`src/rtl/scaler_pkg.sv`:
```
// Shared definitions for the image scaler engine.
// Holds the scale-mode encodings seen on the mode port and the conversion
// FSM state type used by img_scaler_engine.
package scaler_pkg;

    // Encoding of the 2-bit mode port.
    typedef enum logic [1:0] {
        MODE_REPLICATE = 2'b00,  // zoom-in by pixel replication
        MODE_DECIMATE  = 2'b01,  // keep top-left pixel of each block
        MODE_CENTRE    = 2'b10,  // keep pixel nearest the block centre
        MODE_AVERAGE   = 2'b11   // mean of each FACTOR x FACTOR block
    } scale_mode_e;

    // Conversion control states.
    typedef enum logic [1:0] {
        ST_IDLE  = 2'd0,
        ST_RUN   = 2'd1,
        ST_DRAIN = 2'd2,
        ST_FIN   = 2'd3
    } scaler_state_e;

    // Guard bits added above DATA_W in the block-average accumulator.
    localparam int unsigned ACC_GUARD_W = 4;

endpackage

```
`src/rtl/scaler_addr_gen.sv`:
```
// Coordinate counters and address arithmetic for the image scaler.
// Walks the output raster (oy, ox) and, in block-average mode, the
// FACTOR x FACTOR sub-block (by, bx) row-major. Each issued read produces a
// registered source address plus the destination address and block flags
// that travel with it down the ROM latency pipe.
//
// Ports:
//   clk, reset   : clock, asynchronous active-high reset
//   clear        : zero all counters (conversion accepted)
//   issue        : issue one read this cycle and advance the counters
//   mode         : latched scale mode of the current conversion
//   rd_addr      : registered source address (drives rom_addr)
//   rd_vld       : rd_addr was issued in the previous cycle
//   wr_addr      : destination address associated with rd_addr
//   blk_first    : rd_addr is the first sample of its block
//   blk_last     : rd_addr completes its block (always 1 outside averaging)
//   last_rd      : the read issued this cycle is the final one (combinational)
module scaler_addr_gen
    import scaler_pkg::*;
#(
    parameter int unsigned SRC_W  = 160,
    parameter int unsigned SRC_H  = 120,
    parameter int unsigned FACTOR = 2,
    parameter int unsigned ADDR_W = 19
) (
    input  logic              clk,
    input  logic              reset,
    input  logic              clear,
    input  logic              issue,
    input  scale_mode_e       mode,
    output logic [ADDR_W-1:0] rd_addr,
    output logic              rd_vld,
    output logic [ADDR_W-1:0] wr_addr,
    output logic              blk_first,
    output logic              blk_last,
    output logic              last_rd
);

    localparam int unsigned LOG_F = $clog2(FACTOR);

    localparam logic [ADDR_W-1:0] SRC_W_A = ADDR_W'(SRC_W);
    localparam logic [ADDR_W-1:0] HALF_F  = ADDR_W'(FACTOR / 2);
    localparam logic [ADDR_W-1:0] UP_W    = ADDR_W'(SRC_W * FACTOR);
    localparam logic [ADDR_W-1:0] UP_H    = ADDR_W'(SRC_H * FACTOR);
    localparam logic [ADDR_W-1:0] DN_W    = ADDR_W'(SRC_W / FACTOR);
    localparam logic [ADDR_W-1:0] DN_H    = ADDR_W'(SRC_H / FACTOR);
    localparam logic [ADDR_W-1:0] ONE_A   = ADDR_W'(1);
    localparam logic [LOG_F-1:0]  BLK_MAX = LOG_F'(FACTOR - 1);
    localparam logic [LOG_F-1:0]  ONE_B   = LOG_F'(1);

    logic [ADDR_W-1:0] oy_q, oy_d, ox_q, ox_d;
    logic [LOG_F-1:0]  by_q, by_d, bx_q, bx_d;
    logic [ADDR_W-1:0] rd_addr_q, rd_addr_d, wr_addr_q, wr_addr_d;
    logic              rd_vld_q, rd_vld_d;
    logic              first_q, first_d, last_q, last_d;

    logic [ADDR_W-1:0] out_w, out_h, sy, sx;
    logic              blk_end, row_end;

    always_comb begin
        out_w = (mode == MODE_REPLICATE) ? UP_W : DN_W;
        out_h = (mode == MODE_REPLICATE) ? UP_H : DN_H;

        // Outside averaging every read is a complete one-sample block.
        blk_end = (mode != MODE_AVERAGE) || ((bx_q == BLK_MAX) && (by_q == BLK_MAX));
        row_end = (ox_q == out_w - ONE_A);
        last_rd = blk_end && row_end && (oy_q == out_h - ONE_A);

        sy = '0;
        sx = '0;
        case (mode)
            MODE_REPLICATE: begin
                sy = oy_q >> LOG_F;
                sx = ox_q >> LOG_F;
            end
            MODE_DECIMATE: begin
                sy = oy_q << LOG_F;
                sx = ox_q << LOG_F;
            end
            MODE_CENTRE: begin
                sy = (oy_q << LOG_F) + HALF_F;
                sx = (ox_q << LOG_F) + HALF_F;
            end
            MODE_AVERAGE: begin
                sy = (oy_q << LOG_F) + ADDR_W'(by_q);
                sx = (ox_q << LOG_F) + ADDR_W'(bx_q);
            end
        endcase

        oy_d = oy_q;
        ox_d = ox_q;
        by_d = by_q;
        bx_d = bx_q;
        if (clear) begin
            oy_d = '0;
            ox_d = '0;
            by_d = '0;
            bx_d = '0;
        end else if (issue) begin
            if (!blk_end) begin
                if (bx_q == BLK_MAX) begin
                    bx_d = '0;
                    by_d = by_q + ONE_B;
                end else begin
                    bx_d = bx_q + ONE_B;
                end
            end else begin
                bx_d = '0;
                by_d = '0;
                if (row_end) begin
                    ox_d = '0;
                    oy_d = last_rd ? '0 : oy_q + ONE_A;
                end else begin
                    ox_d = ox_q + ONE_A;
                end
            end
        end

        rd_vld_d  = issue;
        rd_addr_d = issue ? (sy * SRC_W_A + sx) : rd_addr_q;
        wr_addr_d = issue ? (oy_q * out_w + ox_q) : wr_addr_q;
        first_d   = (bx_q == '0) && (by_q == '0);
        last_d    = blk_end;
    end

    always_ff @(posedge clk or posedge reset) begin
        if (reset) begin
            oy_q      <= '0;
            ox_q      <= '0;
            by_q      <= '0;
            bx_q      <= '0;
            rd_addr_q <= '0;
            wr_addr_q <= '0;
            rd_vld_q  <= 1'b0;
            first_q   <= 1'b0;
            last_q    <= 1'b0;
        end else begin
            oy_q      <= oy_d;
            ox_q      <= ox_d;
            by_q      <= by_d;
            bx_q      <= bx_d;
            rd_addr_q <= rd_addr_d;
            wr_addr_q <= wr_addr_d;
            rd_vld_q  <= rd_vld_d;
            first_q   <= first_d;
            last_q    <= last_d;
        end
    end

    assign rd_addr   = rd_addr_q;
    assign rd_vld    = rd_vld_q;
    assign wr_addr   = wr_addr_q;
    assign blk_first = first_q;
    assign blk_last  = last_q;

endmodule

```
`src/rtl/img_scaler_engine.sv`:
```
// Image scaler engine: reads a SRC_W x SRC_H source image from a ROM with
// ROM_LAT cycles of read latency and writes the scaled image to a RAM in
// raster order (replicate, decimate, centre-sample or block-average).
//
// Ports:
//   clk, reset           : clock, asynchronous active-high reset
//   start, mode          : one-cycle conversion request and scale mode
//   busy, done           : conversion in progress / finished (sticky)
//   rom_addr, rom_data   : source read port (data ROM_LAT cycles after addr)
//   ram_wraddr, ram_data,
//   ram_wren             : destination write port
module img_scaler_engine
    import scaler_pkg::*;
#(
    parameter int unsigned DATA_W  = 8,
    parameter int unsigned SRC_W   = 160,
    parameter int unsigned SRC_H   = 120,
    parameter int unsigned FACTOR  = 2,
    parameter int unsigned ADDR_W  = 19,
    parameter int unsigned ROM_LAT = 1
) (
    input  logic              clk,
    input  logic              reset,
    input  logic              start,
    input  logic [1:0]        mode,
    output logic              busy,
    output logic              done,
    output logic [ADDR_W-1:0] rom_addr,
    input  logic [DATA_W-1:0] rom_data,
    output logic [ADDR_W-1:0] ram_wraddr,
    output logic [DATA_W-1:0] ram_data,
    output logic              ram_wren
);

    localparam int unsigned ACC_W  = DATA_W + ACC_GUARD_W;
    localparam int unsigned AVG_SH = $clog2(FACTOR * FACTOR);

    scaler_state_e state_q, state_d;
    scale_mode_e   mode_q, mode_d;

    logic              accept, issue, last_rd, pipe_empty;
    logic              ag_vld, ag_first, ag_last;
    logic [ADDR_W-1:0] ag_wr_addr;

    // Latency pipe: one stage per ROM cycle, aligned with rom_data at the tail.
    logic [ROM_LAT-1:0] pv_q, pv_d, pfirst_q, pfirst_d, plast_q, plast_d;
    logic [ADDR_W-1:0]  pwa_q [ROM_LAT];
    logic [ADDR_W-1:0]  pwa_d [ROM_LAT];

    logic [ACC_W-1:0]  acc_q, acc_d, sum;
    logic [ADDR_W-1:0] ram_wraddr_q, ram_wraddr_d;
    logic [DATA_W-1:0] ram_data_q, ram_data_d;
    logic              ram_wren_q, ram_wren_d;

    scaler_addr_gen #(
        .SRC_W  (SRC_W),
        .SRC_H  (SRC_H),
        .FACTOR (FACTOR),
        .ADDR_W (ADDR_W)
    ) u_addr_gen (
        .clk       (clk),
        .reset     (reset),
        .clear     (accept),
        .issue     (issue),
        .mode      (mode_q),
        .rd_addr   (rom_addr),
        .rd_vld    (ag_vld),
        .wr_addr   (ag_wr_addr),
        .blk_first (ag_first),
        .blk_last  (ag_last),
        .last_rd   (last_rd)
    );

    // Control FSM
    always_comb begin
        state_d    = state_q;
        mode_d     = mode_q;
        accept     = 1'b0;
        issue      = (state_q == ST_RUN);
        pipe_empty = !ag_vld && (pv_q == '0);
        case (state_q)
            ST_IDLE, ST_FIN: begin
                if (start) begin
                    accept  = 1'b1;
                    mode_d  = scale_mode_e'(mode);
                    state_d = ST_RUN;
                end
            end
            ST_RUN: begin
                if (last_rd) state_d = ST_DRAIN;
            end
            ST_DRAIN: begin
                // The final write is on the port while this is evaluated,
                // so FIN starts with ram_wren already low.
                if (pipe_empty) state_d = ST_FIN;
            end
            default: state_d = ST_IDLE;
        endcase
    end

    always_ff @(posedge clk or posedge reset) begin
        if (reset) begin
            state_q <= ST_IDLE;
            mode_q  <= MODE_REPLICATE;
        end else begin
            state_q <= state_d;
            mode_q  <= mode_d;
        end
    end

    assign busy = (state_q == ST_RUN) || (state_q == ST_DRAIN);
    assign done = (state_q == ST_FIN);

    // Latency pipe shift
    always_comb begin
        pv_d[0]     = ag_vld;
        pfirst_d[0] = ag_first;
        plast_d[0]  = ag_last;
        pwa_d[0]    = ag_wr_addr;
        for (int unsigned i = 1; i < ROM_LAT; i++) begin
            pv_d[i]     = pv_q[i-1];
            pfirst_d[i] = pfirst_q[i-1];
            plast_d[i]  = plast_q[i-1];
            pwa_d[i]    = pwa_q[i-1];
        end
    end

    // Accumulate and write. The block's first sample bypasses the old
    // accumulator so consecutive blocks need no clearing cycle.
    always_comb begin
        sum          = (pfirst_q[ROM_LAT-1] ? '0 : acc_q) + ACC_W'(rom_data);
        acc_d        = acc_q;
        ram_wren_d   = 1'b0;
        ram_wraddr_d = ram_wraddr_q;
        ram_data_d   = ram_data_q;
        if (pv_q[ROM_LAT-1]) begin
            if (mode_q == MODE_AVERAGE) acc_d = sum;
            if (plast_q[ROM_LAT-1]) begin
                ram_wren_d   = 1'b1;
                ram_wraddr_d = pwa_q[ROM_LAT-1];
                ram_data_d   = (mode_q == MODE_AVERAGE) ? DATA_W'(sum >> AVG_SH) : rom_data;
            end
        end
    end

    always_ff @(posedge clk or posedge reset) begin
        if (reset) begin
            pv_q         <= '0;
            pfirst_q     <= '0;
            plast_q      <= '0;
            for (int unsigned i = 0; i < ROM_LAT; i++) pwa_q[i] <= '0;
            acc_q        <= '0;
            ram_wraddr_q <= '0;
            ram_data_q   <= '0;
            ram_wren_q   <= 1'b0;
        end else begin
            pv_q         <= pv_d;
            pfirst_q     <= pfirst_d;
            plast_q      <= plast_d;
            for (int unsigned i = 0; i < ROM_LAT; i++) pwa_q[i] <= pwa_d[i];
            acc_q        <= acc_d;
            ram_wraddr_q <= ram_wraddr_d;
            ram_data_q   <= ram_data_d;
            ram_wren_q   <= ram_wren_d;
        end
    end

    assign ram_wraddr = ram_wraddr_q;
    assign ram_data   = ram_data_q;
    assign ram_wren   = ram_wren_q;

endmodule

```
`config.mk`:
```
export PLATFORM = sky130hd
export DESIGN_NAME = img_scaler_engine
export DESIGN_NICKNAME = d
export VERILOG_FILES = /design/src/rtl/scaler_pkg.sv /design/src/rtl/scaler_addr_gen.sv /design/src/rtl/img_scaler_engine.sv
export SDC_FILE = /design/constraint.sdc
export NUM_CORES = 1
export LEC_CHECK = 0
export ABC_CLOCK_PERIOD_IN_PS = 13850
export BUFFER_PORTS_ARGS = -buffer_cell sky130_fd_sc_hd__buf_2
export CAP_MARGIN = 25
export CORE_MARGIN = 1
export CORE_UTILIZATION = 55
export DETAILED_ROUTE_END_ITERATION = 6
export GPL_TIMING_DRIVEN = 1
export HOLD_SLACK_MARGIN = 0.06
export PLACE_DENSITY = 0.73
export RECOVER_POWER = 50
export SYNTH_ARGS = -nofsm -noshare
export SYNTH_HDL_FRONTEND = slang
export SYNTH_HIERARCHICAL = 1
export SYNTH_SLANG_ARGS = --single-unit
```
`constraint.sdc`:
```
create_clock -name clk -period 13.85 [get_ports clk]
set_clock_uncertainty 0.15 [all_clocks]
set_input_delay 2.77 -clock clk [delete_from_list [all_inputs] [get_ports clk]]
set_output_delay 2.77 -clock clk [all_outputs]
set_load 0.01 [all_outputs]
```
==> results of run 1 <==
sequential cells by signal (all words and copies together) (netlist names):
register and flops:
acc_q 10, pwa_q 19, plast_q 1, ram_wraddr 19, ram_wren 1, u_addr_gen/rd_vld 1, u_addr_gen/blk_last 1, ram_data 8
mode_q 2, u_addr_gen/bx_q 1, u_addr_gen/oy_q 19, state_q 2, pfirst_q 1, u_addr_gen/by_q 1, u_addr_gen/ox_q 19, u_addr_gen/wr_addr 19
pv_q 1, u_addr_gen/rd_addr 19, u_addr_gen/blk_first 1
synthesized netlist by cell type, drive strengths merged, types with 3 or more instances:
library cell	number
a21o	23
a221o	4
mux2	47
inv	82
o31ai	4
or3	18
nor2	73
nand3	20
nand2	96
nand3b	4
a21oi	41
nor4	3
buf	11
fa	22
and3	6
a31oi	10
and4	3
or2	6
dfrtp	145
and2	14
xor2	23
nand2b	7
o21a	7
clkbuf	19
nor3	15
ha	106
xnor2	43
or4	3
a211oi	11
mux2i	8
o21ai	60
nor2b	17
nand4	9
per-stage QoR:
step | total power (uW) | setup slack [ns]
5_1_grt | 1989 | 6.519
2_1_floorplan | 1175 | 8.641
6_report | 1854 | 7.377
3_3_place_gp | 1364 | 8.028
4_1_cts | 1864 | 7.788
3_5_place_dp | 1387 | 7.817
worst max-delay path, delay by kind of cell:
family | cells | cell delay, ns
buffers and inverters | 4 | 3.50
layout make-up:
cell class	count	share of cell area, %
sequential	145	33.63
clock inverter	15	1.670
tap	225	2.609
timing repair buffer	68	3.108
clock buffer	17	3.943
inverter	83	2.899
multi-input combinational	737	52.14
cell families after synthesis:
kind of cell	count (synthesis)	share of synthesized area, %
buffers and inverters	113	4.555
AOI/OAI and AO/OA	187	12.36
muxes	55	6.285
xor gates and xnor gates	66	5.962
adders and majority gates	128	18.22
DFF	145	37.42
and+or+nand+nor	301	15.19
metal layers:
| metal | global-route usage [%] | part of all wire, % | vias up |
|---|---|---|---|
| met5 | 0 | 0 | - |
| met4 | 10.74 | 2.9 | 0 |
| met3 | 4.730 | 4.5 | 42 |
| met2 | 41.27 | 48 | 199 |
| met1 | 33.82 | 44 | 3600 |
| li1 | - | - | 3561 |
placed cells by master, fill, tap and decap left out, types with 9 or more instances in the layout:
master and instances:
dfrtp_1 145, ha_1 106, nand2_1 96, inv_1 80, nor2_1 73, buf_2 58, o21ai_0 51, mux2_2 46
xnor2_1 43, a21oi_1 40, a21o_1 23, xor2_1 23, fa_1 22, nand3_1 20, or3_1 17, nor2b_1 17
clkbuf_16 17, and2_1 14, nor3_1 14, a211oi_1 11, a31oi_1 10, o21ai_1 9, nand4_1 9
where the power goes:
group / total (uW) / switching (uW) / leakage [uW] / internal, uW
combinational: 736 / 425 / 0.00337 / 312
clock: 462 / 217 / 0.000292 / 245
sequential: 655 / 96.2 / 0.00188 / 559
worst max path at each step:
stage	from	endpoint	slack [ns]	cells past startpoint
2_1_floorplan	mode_q[0]	u_addr_gen/wr_addr[15]	8.64	21
4_1_cts	mode_q[1]	u_addr_gen/rd_addr[18]	7.79	22
5_1_grt	reset	u_addr_gen/rd_addr[10]	6.52	4
3_5_place_dp	mode_q[1]	u_addr_gen/rd_addr[18]	7.82	22
3_3_place_gp	mode_q[1]	u_addr_gen/rd_addr[18]	8.03	22
6_report	reset	u_addr_gen/rd_addr[10]	7.38	4
==> flow_summary_export.csv, run 1 <==
group,metric,value,unit
cells_and_area,final_util,62.59,%
worst_setup_path,path_cells,"clkbuf_1 > clkinvlp_2 > clkbuf_1 > clkbuf_1",
cells_and_area,final_nets,1193,
global_route,grtUsageTotal,25.57,%
sta,period_needed,6.473,ns
synthesis,async_reset_ff_share,100.0,%
worst_setup_path,path_class,"in -> async",
global_route,grt_first_pass_wirelength,36230,um
synthesis,ys.flop_type,"dfrtp_1",
synthesis,syn_nets,1136,
floorplan,core_area,0.01724,mm2
floorplan,top_level_ports,62,
synthesis,synth_top_area_share,37.42,%
placed_design,port_buffers,61,
synthesis,ys_seq_area_share,37.42,%
cells_and_area,diodes,0,
cells_and_area,drive_gt1_share,14.65,%
synthesis,syn_avg_cell_area,9.744,um2
clock_tree,ctsHoldBuffers,0,
synthesis,synth_seq_cells,145,
route,vias,7402,
synthesis,syn_area,0.009696,mm2
route,drt-initial-drc-count,397,
clock_tree,clk_pin_slew,0.07,ns
worst_hold_path,hold_class,"reg -> reg",
clock_tree,cts_root_buffer,"clkbuf_16",
synthesis,synth_area_leaders,"dfrtp_1, ha_1, mux2_2, fa_1, xnor2_1",
synthesis,yosys.area.top_type,"dfrtp_1",
route,wirelength,21610,um
floorplan,die_area,0.01816,mm2
global_route,overflow,0,
sta,fin_setup_tns,0,ns
sta,finalMaxSlewViolations,237,
floorplan,rows,48,
global_route,grt_pass1_vias,7281,
placed_design,dp_cells,1258,
sta,final-hold-violation-count,0,
sta,relSlewSlack,-125.8,%
sta,final.period_utilization,46.74,%
route,drc_errors,0,
cells_and_area,final_cell_area,0.01079,mm2
worst_setup_path,cp.arrival,6.34,ns
status,violations,"max-capacitance violations, max-slew violations",
cells_and_area,stdcell_count,1290,
sta,rsz0062_at_grt,"false",
synthesis,yosys_warnings,6,
placed_design,place.gp.congestion,0.9038,
sta,whs,0.1962,ns
route,first_pass_iters,5,
route,drtAntennaViolNets,0,
placed_design,dp_hpwl,15820,um
power_and_ir_drop,ir_drop,103.8,uV
status,status,"finished with violations",
worst_setup_path,critical_path.max_fanout,42,
worst_setup_path,required,13.71,ns
placed_design,post_dp_cell_area,0.01023,mm2
worst_setup_path,critPathMaxStageDelay,1.85,ns
worst_hold_path,hp-start,"u_addr_gen/blk_last",
clock_tree,cts_buffer_depth,2,
floorplan,initial_core_util,56.25,%
global_route,antenna_found_initial,0,
run,cap_violations,5,
global_route,grt_max_degree,65,
clock_tree,clk-insertion-delay-late,0.43,ns
synthesis,synth_cell_types,71,
cells_and_area,register_area,0.003628,mm2
worst_setup_path,crit-reg2reg-launch,"mode_q[1]",
worst_setup_path,r2r_slack,7.71,ns
worst_setup_path,critPathCaptureType,"async pin",
cells_and_area,multi_input_area,0.005625,mm2
synthesis,synthCells,995,
synthesis,synth_enable_flop_cells,0,
clock_tree,postCtsSetupRepairBufs,0,
floorplan,die_w,134.8,um
sta,setup_violations,0,
cells_and_area,fillers,1438,
worst_setup_path,crit_slowest_cell,"clkbuf_1",
route,wl_per_cell,16.76,um
clock_tree,cts_sinks,145,
clock_tree,cts.htree.levels,4,
clock_tree,tritoncts,"built",
worst_hold_path,min_to,"plast_q",
clock_tree,cts_resized,0,
worst_setup_path,r2r_cells,22,
worst_setup_path,r2r_end,"u_addr_gen/rd_addr[18]",
sta,timing.fmax,0.1545,GHz
floorplan,die_h,134.8,um
worst_setup_path,cpMostUsedCell,"clkbuf_1",
power_and_ir_drop,power_density,171.8,mW/mm2
route,vias_per_cell,5.738,
power_and_ir_drop,p_leak,0.005533,uW
cells_and_area,area_delta_synth_final,11.28,%
sta,worst_slew_pin_slew,3.387,ns
worst_hold_path,holdPathStages,0,
worst_setup_path,cp-start-kind,"primary input",
clock_tree,cts_buffers,17,
Power figures use the tool's default switching activity.
==> inputs of run 2 (changes only) <==
Settings changed: ABC_CLOCK_PERIOD_IN_PS 13850 to 5700, PLACE_DENSITY 0.73 to 0.76.
Clock period 13.85 ns to 5.7 ns, I/O delays scaled along.
==> flow_summary_export.csv, run 2 (synthesis results as in run 1) <==
group,metric,value,unit
status,status,"finished with violations",
status,violations,"max-capacitance violations, max-slew violations",
power_and_ir_drop,seq_power_share,34.6,%
cells_and_area,final_cell_mix,"dfrtp_1, ha_1, nand2_1",
sta,finalMaxSlewViolations,198,
worst_setup_path,cpMostUsedCell,"o21ai_0",
power_and_ir_drop,finalPower,4534,uW
global_route,grt_pass1_vias,7307,
global_route,grt_max_degree,65,
power_and_ir_drop,internal-power,2767,uW
clock_tree,cts.htree.levels,4,
clock_tree,tritoncts,"built",
worst_hold_path,hold_class,"reg -> reg",
floorplan,die_w,134.8,um
sta,timing.fmax,0.1963,GHz
worst_setup_path,critPathMaxStageDelay,0.36,ns
clock_tree,cts_root_buffer,"clkbuf_16",
global_route,grtUsageTotal,25.57,%
power_and_ir_drop,p_leak,0.005552,uW
clock_tree,postCtsSetupRepairBufs,0,
route,drt-initial-drc-count,558,
floorplan,rows,48,
cells_and_area,final_nets,1198,
route,drc_errors,0,
route,vias,7377,
power_and_ir_drop,switching_share,38.97,%
power_and_ir_drop,switching_power,1767,uW
worst_setup_path,cpLargestDelayFamily,"compound AO/OA/AOI/OAI gates",
power_and_ir_drop,p_clk_share,24.5,%
worst_setup_path,critical_path.max_fanout,19,
cells_and_area,final_util,62.72,%
worst_setup_path,r2r_cells,22,
route,vias_per_cell,5.697,
global_route,antenna_found_initial,0,
worst_setup_path,crit_buf_inv,3,
cells_and_area,register_area,0.003628,mm2
route,drtAntennaViolNets,0,
cells_and_area,multi_input_area,0.005625,mm2
clock_tree,cts_buffers,17,
floorplan,initial_core_util,56.25,%
worst_hold_path,holdPathStages,0,
sta,final-hold-violation-count,0,
sta,worst_slew_pin_slew,3.425,ns
worst_setup_path,cp.arrival,5.26,ns
clock_tree,clk_pin_slew,0.07,ns
sta,setup_violations,0,
worst_setup_path,cp.depth,22,
clock_tree,cts_buffer_depth,2,
run,cap_violations,4,
route,wl_per_cell,16.73,um
worst_setup_path,required,5.87,ns
floorplan,die_area,0.01816,mm2
worst_setup_path,path_class,"reg -> reg",
cells_and_area,final_common_cell,"dfrtp_1",
worst_setup_path,critPathCaptureType,"flip-flop",
floorplan,core_area,0.01724,mm2
placed_design,dp_hpwl,16010,um
power_and_ir_drop,power_density,419.4,mW/mm2
route,wirelength,21660,um
cells_and_area,fillers,1393,
worst_setup_path,crit_slowest_cell,"ha_1",
clock_tree,ctsHoldBuffers,0,
floorplan,die_h,134.8,um
sta,rsz0062_at_grt,"false",
route,first_pass_iters,5,
cells_and_area,diodes,0,
sta,fin_setup_tns,0,ns
worst_setup_path,cp-start-kind,"flip-flop",
sta,period_needed,5.095,ns
power_and_ir_drop,ir_drop,239.2,uV
cells_and_area,drive_gt1_share,14.95,%
clock_tree,cts_sinks,145,
placed_design,place.gp.congestion,0.9707,
clock_tree,cts_resized,0,
global_route,overflow,0,
floorplan,top_level_ports,62,
sta,final.period_utilization,89.39,%
sta,relSlewSlack,-128.3,%
cells_and_area,area_delta_synth_final,11.51,%
clock_tree,clk-insertion-delay-late,0.43,ns
global_route,grt_first_pass_wirelength,36080,um
worst_setup_path,path_cells,"or2_2 > clkinv_1 > buf_4 > and2_1 > or2_2 > xnor2_1 > inv_1 > ha_1 > a21o_1 > a21oi_1 > o21bai_1 > a21oi_1 > o21ai_0 > xor2_1 > ha_1 > o21ai_0 > nand2b_1 > nand4_1 > o21ai_0 > a31oi_1 > xnor2_1 > mux2_2",
placed_design,port_buffers,61,
power_and_ir_drop,p_comb_share,40.9,%
run 2: worst paths after layout:
check	slack, ns	end	start
worst min register to register	0.20	pfirst_q	u_addr_gen/blk_first
worst max-delay path	0.60	u_addr_gen/rd_addr[18]	mode_q[1]
worst max register to register	0.60	u_addr_gen/rd_addr[18]	mode_q[1]
min in group asynchronous	0.96	u_addr_gen/wr_addr[4]	reset
max in group asynchronous	1.45	u_addr_gen/rd_addr[5]	reset
worst min-delay path	0.20	pfirst_q	u_addr_gen/blk_first
run 2: layer usage:
layer  track usage, %  routed length [um]  part of all wire [%]
met1            32.58                9568                    44
met5                0                   0                     0
met2            43.21               10660                    49
met3            4.880                 957                   4.4
met4            9.426                 472                   2.2
run 2: stage by stage:
stage / instance area, um2 / setup WS (ns) / hold slack (ns) / cells
2_1_floorplan: 9696 / 0.4913 / 0.1812 / 995
3_3_place_gp: 10250 / 0.8121 / 0.1831 / 1263
3_5_place_dp: 10250 / 0.6640 / 0.1878 / 1263
4_1_cts: 10830 / 0.6091 / 0.2014 / 1295
5_1_grt: 10810 / 0.2040 / 0.2069 / 1295
6_report: 10810 / 0.6045 / 0.2006 / 1295
run 2: power groups by stage:
stage	clock, uW	sequential (uW)	combinational (uW)
after floorplan	0	1590	1270
after global placement	0	1570	1800
after detailed placement	0	1590	1830
after CTS	1130	1570	1860
after global routing	1180	1610	2060
final	1110	1570	1860
run 2: area by class of cell:
cell class	count	share of cell area, %
clock buffers	19	4.097
clock inverters	13	1.342
inverters	83	2.893
multi-input cells	737	52.03
flip-flops and latches	145	33.56
well taps	225	2.604
repair buffers	73	3.472
==> inputs of run 3 (changes only) <==
Settings changed: SYNTH_HIERARCHICAL 1 to unset.
==> flow_summary_export.csv, run 3 <==
group,metric,value,unit
route,wl_met1,8833,um
power_and_ir_drop,power_density,404.0,mW/mm2
sta,worst_slew_pin_slew,2.510,ns
placed_design,dp_hpwl,13990,um
global_route,grtUsageTotal,22.80,%
route,drt-initial-drc-count,410,
floorplan,rows,47,
worst_setup_path,cpMostUsedCell,"xnor2_1",
route,drc_errors,0,
route,vias_per_cell,5.608,
worst_setup_path,required,5.86,ns
sta,timing.fmax,0.1864,GHz
synthesis,synthCells,946,
route,drtAntennaViolNets,0,
floorplan,top_level_ports,62,
sta,rsz0062_at_grt,"false",
synthesis,yosys.area.top_type,"dfrtp_1",
synthesis,yosys_warnings,0,
power_and_ir_drop,ir_drop,277.8,uV
clock_tree,postCtsSetupRepairBufs,0,
route,met2_wirelength,9224,um
synthesis,ys.flop_type,"dfrtp_1",
worst_setup_path,critPathCaptureType,"flip-flop",
status,status,"finished with violations",
synthesis,syn_nets,1089,
worst_setup_path,critPathMaxStageDelay,0.46,ns
sta,finalMaxSlewViolations,150,
global_route,grt_pass1_vias,6457,
synthesis,synth_area_leaders,"dfrtp_1, ha_1, mux2_2, fa_1, xnor2_1",
cells_and_area,area_delta_synth_final,11.57,%
floorplan,core_area,0.01664,mm2
route,dr_wl_met3,913,um
synthesis,synth_enable_flop_cells,0,
placed_design,place.gp.congestion,0.8530,
route,wirelength,19280,um
clock_tree,cts.htree.levels,4,
route,top_layer,"met4",
clock_tree,ctsHoldBuffers,0,
route,wl_per_cell,15.58,um
floorplan,die_area,0.01766,mm2
worst_setup_path,critical_path.max_fanout,26,
placed_design,port_buffers,61,
clock_tree,tritoncts,"built",
clock_tree,clk_pin_slew,0.07,ns
status,violations,"max-capacitance violations, max-slew violations",
global_route,overflow,0,
sta,fin_setup_tns,0,ns
synthesis,async_reset_ff_share,100.0,%
floorplan,die_w,132.9,um
synthesis,synth_top_area_share,38.51,%
cells_and_area,final_nets,1147,
floorplan,initial_core_util,56.62,%
cells_and_area,final_common_cell,"dfrtp_1",
worst_setup_path,cp-start-kind,"flip-flop",
cells_and_area,fillers,1330,
global_route,grt_max_degree,109,
cells_and_area,diodes,0,
sta,setup_violations,0,
synthesis,synthTopCellsByCount,"dfrtp_1, ha_1, nand2_1",
worst_hold_path,hold_class,"reg -> reg",
clock_tree,cts_resized,0,
run,cap_violations,2,
clock_tree,cts_buffer_depth,2,
worst_setup_path,crit_slowest_cell,"dfrtp_1",
route,first_pass_iters,5,
cells_and_area,final_util,63.17,%
sta,final-hold-violation-count,0,
synthesis,syn_avg_cell_area,9.961,um2
synthesis,synth.most_common_cell,"dfrtp_1",
worst_setup_path,r2r_slack,0.33,ns
sta,final.period_utilization,94.13,%
clock_tree,cts_sinks,145,
worst_setup_path,cp.arrival,5.53,ns
synthesis,ys_seq_area_share,38.51,%
floorplan,die_h,132.9,um
cells_and_area,final_cell_mix,"dfrtp_1, ha_1, nand2_1",
clock_tree,cts_root_buffer,"clkbuf_16",
synthesis,synth_cell_types,58,
power_and_ir_drop,p_leak,0.005576,uW
clock_tree,clk-insertion-delay-late,0.43,ns
global_route,antenna_found_initial,0,
synthesis,synth_seq_cells,145,
sta,period_needed,5.366,ns
route,vias,6937,
cells_and_area,drive_gt1_share,15.44,%
global_route,grt_first_pass_wirelength,31810,um
clock_tree,cts_buffers,17,
synthesis,syn_area,0.009423,mm2
worst_setup_path,path_class,"reg -> reg",
sta,relSlewSlack,-67.30,%
worst_setup_path,path_cells,"or2_2 > buf_4 > and2_1 > or2_2 > ha_1 > fa_1 > a21oi_1 > o21ai_0 > or4_1 > a31oi_1 > xnor2_1 > ha_1 > and2_1 > a221o_1 > a31oi_1 > xnor2_1 > xnor2_1 > mux2_2",
-- run 3: final timing paths --
path | start | endpoint | depth (start not counted)
worst min register to register | u_addr_gen.blk_last | plast_q | 0
worst min-delay path | u_addr_gen.blk_last | plast_q | 0
worst max-delay path | mode_q[1] | u_addr_gen.rd_addr[18] | 18
min in group asynchronous | reset | acc_q[8] | 2
worst max register to register | mode_q[1] | u_addr_gen.rd_addr[18] | 18
max in group asynchronous | reset | u_addr_gen.rd_addr[12] | 4
-- run 3: critical path, delay by kind of cell (launching register included) --
family,cells,cell delay (ns)
multiplexers,1,0.26
adder cells (fa/ha/maj),3,1.13
AO/OA/AOI/OAI,5,1.14
XOR/XNOR,3,0.33
AND/OR/NAND/NOR,5,1.51
buffers and inverters,1,0.25
flip-flops,1,0.46
-- run 3: where the power goes --
part / internal, uW / total, uW / switching (uW)
Clock: 657 / 1130 / 473
Sequential: 1320 / 1520 / 204
Combinational: 659 / 1590 / 936
Total: 2630 / 4250 / 1610
-- run 3: area by class of cell --
class | instances | area [um2] | share of cell area, %
timing repair buffer | 67 | 340.3 | 3.237
sequential | 145 | 3628 | 34.52
clock buffer | 17 | 425.4 | 4.047
tap | 220 | 275.3 | 2.618
multi-input combinational | 696 | 5380 | 51.18
inverter | 77 | 290.3 | 2.761
clock inverter | 15 | 172.7 | 1.642
-- run 3: logic make-up after synthesis --
| kind of cell | count (synthesis) | synth area share [%] |
|---|---|---|
| AOI/OAI and AO/OA | 168 | 10.99 |
| and+or+nand+nor | 271 | 13.96 |
| DFF | 145 | 38.51 |
| xor gates and xnor gates | 73 | 6.785 |
| muxes | 54 | 6.374 |
| buffers and inverters | 105 | 4.369 |
| adders and majority gates | 130 | 19.01 |
-- run 3: metrics by stage --
step                      worst slack [ns]  total power, uW  cells  area (um2)  hold slack, ns
after floorplan                     0.1706             2664    946        9423          0.1812
after global placement              0.5846             3060   1204        9926          0.1820
after detailed placement            0.4586             3104   1204        9926          0.1927
after CTS                           0.4012             4273   1236       10520          0.2057
after global routing                0.1106             4534   1237       10510          0.2059
final                               0.3345             4247   1237       10510          0.2035
-- run 3: layer usage --
metal / track usage (%) / up-vias
li1: - / 3393
met1: 31.10 / 3311
met5: 0 / -
met4: 7.535 / 0
met3: 4.444 / 30
met2: 36.45 / 203
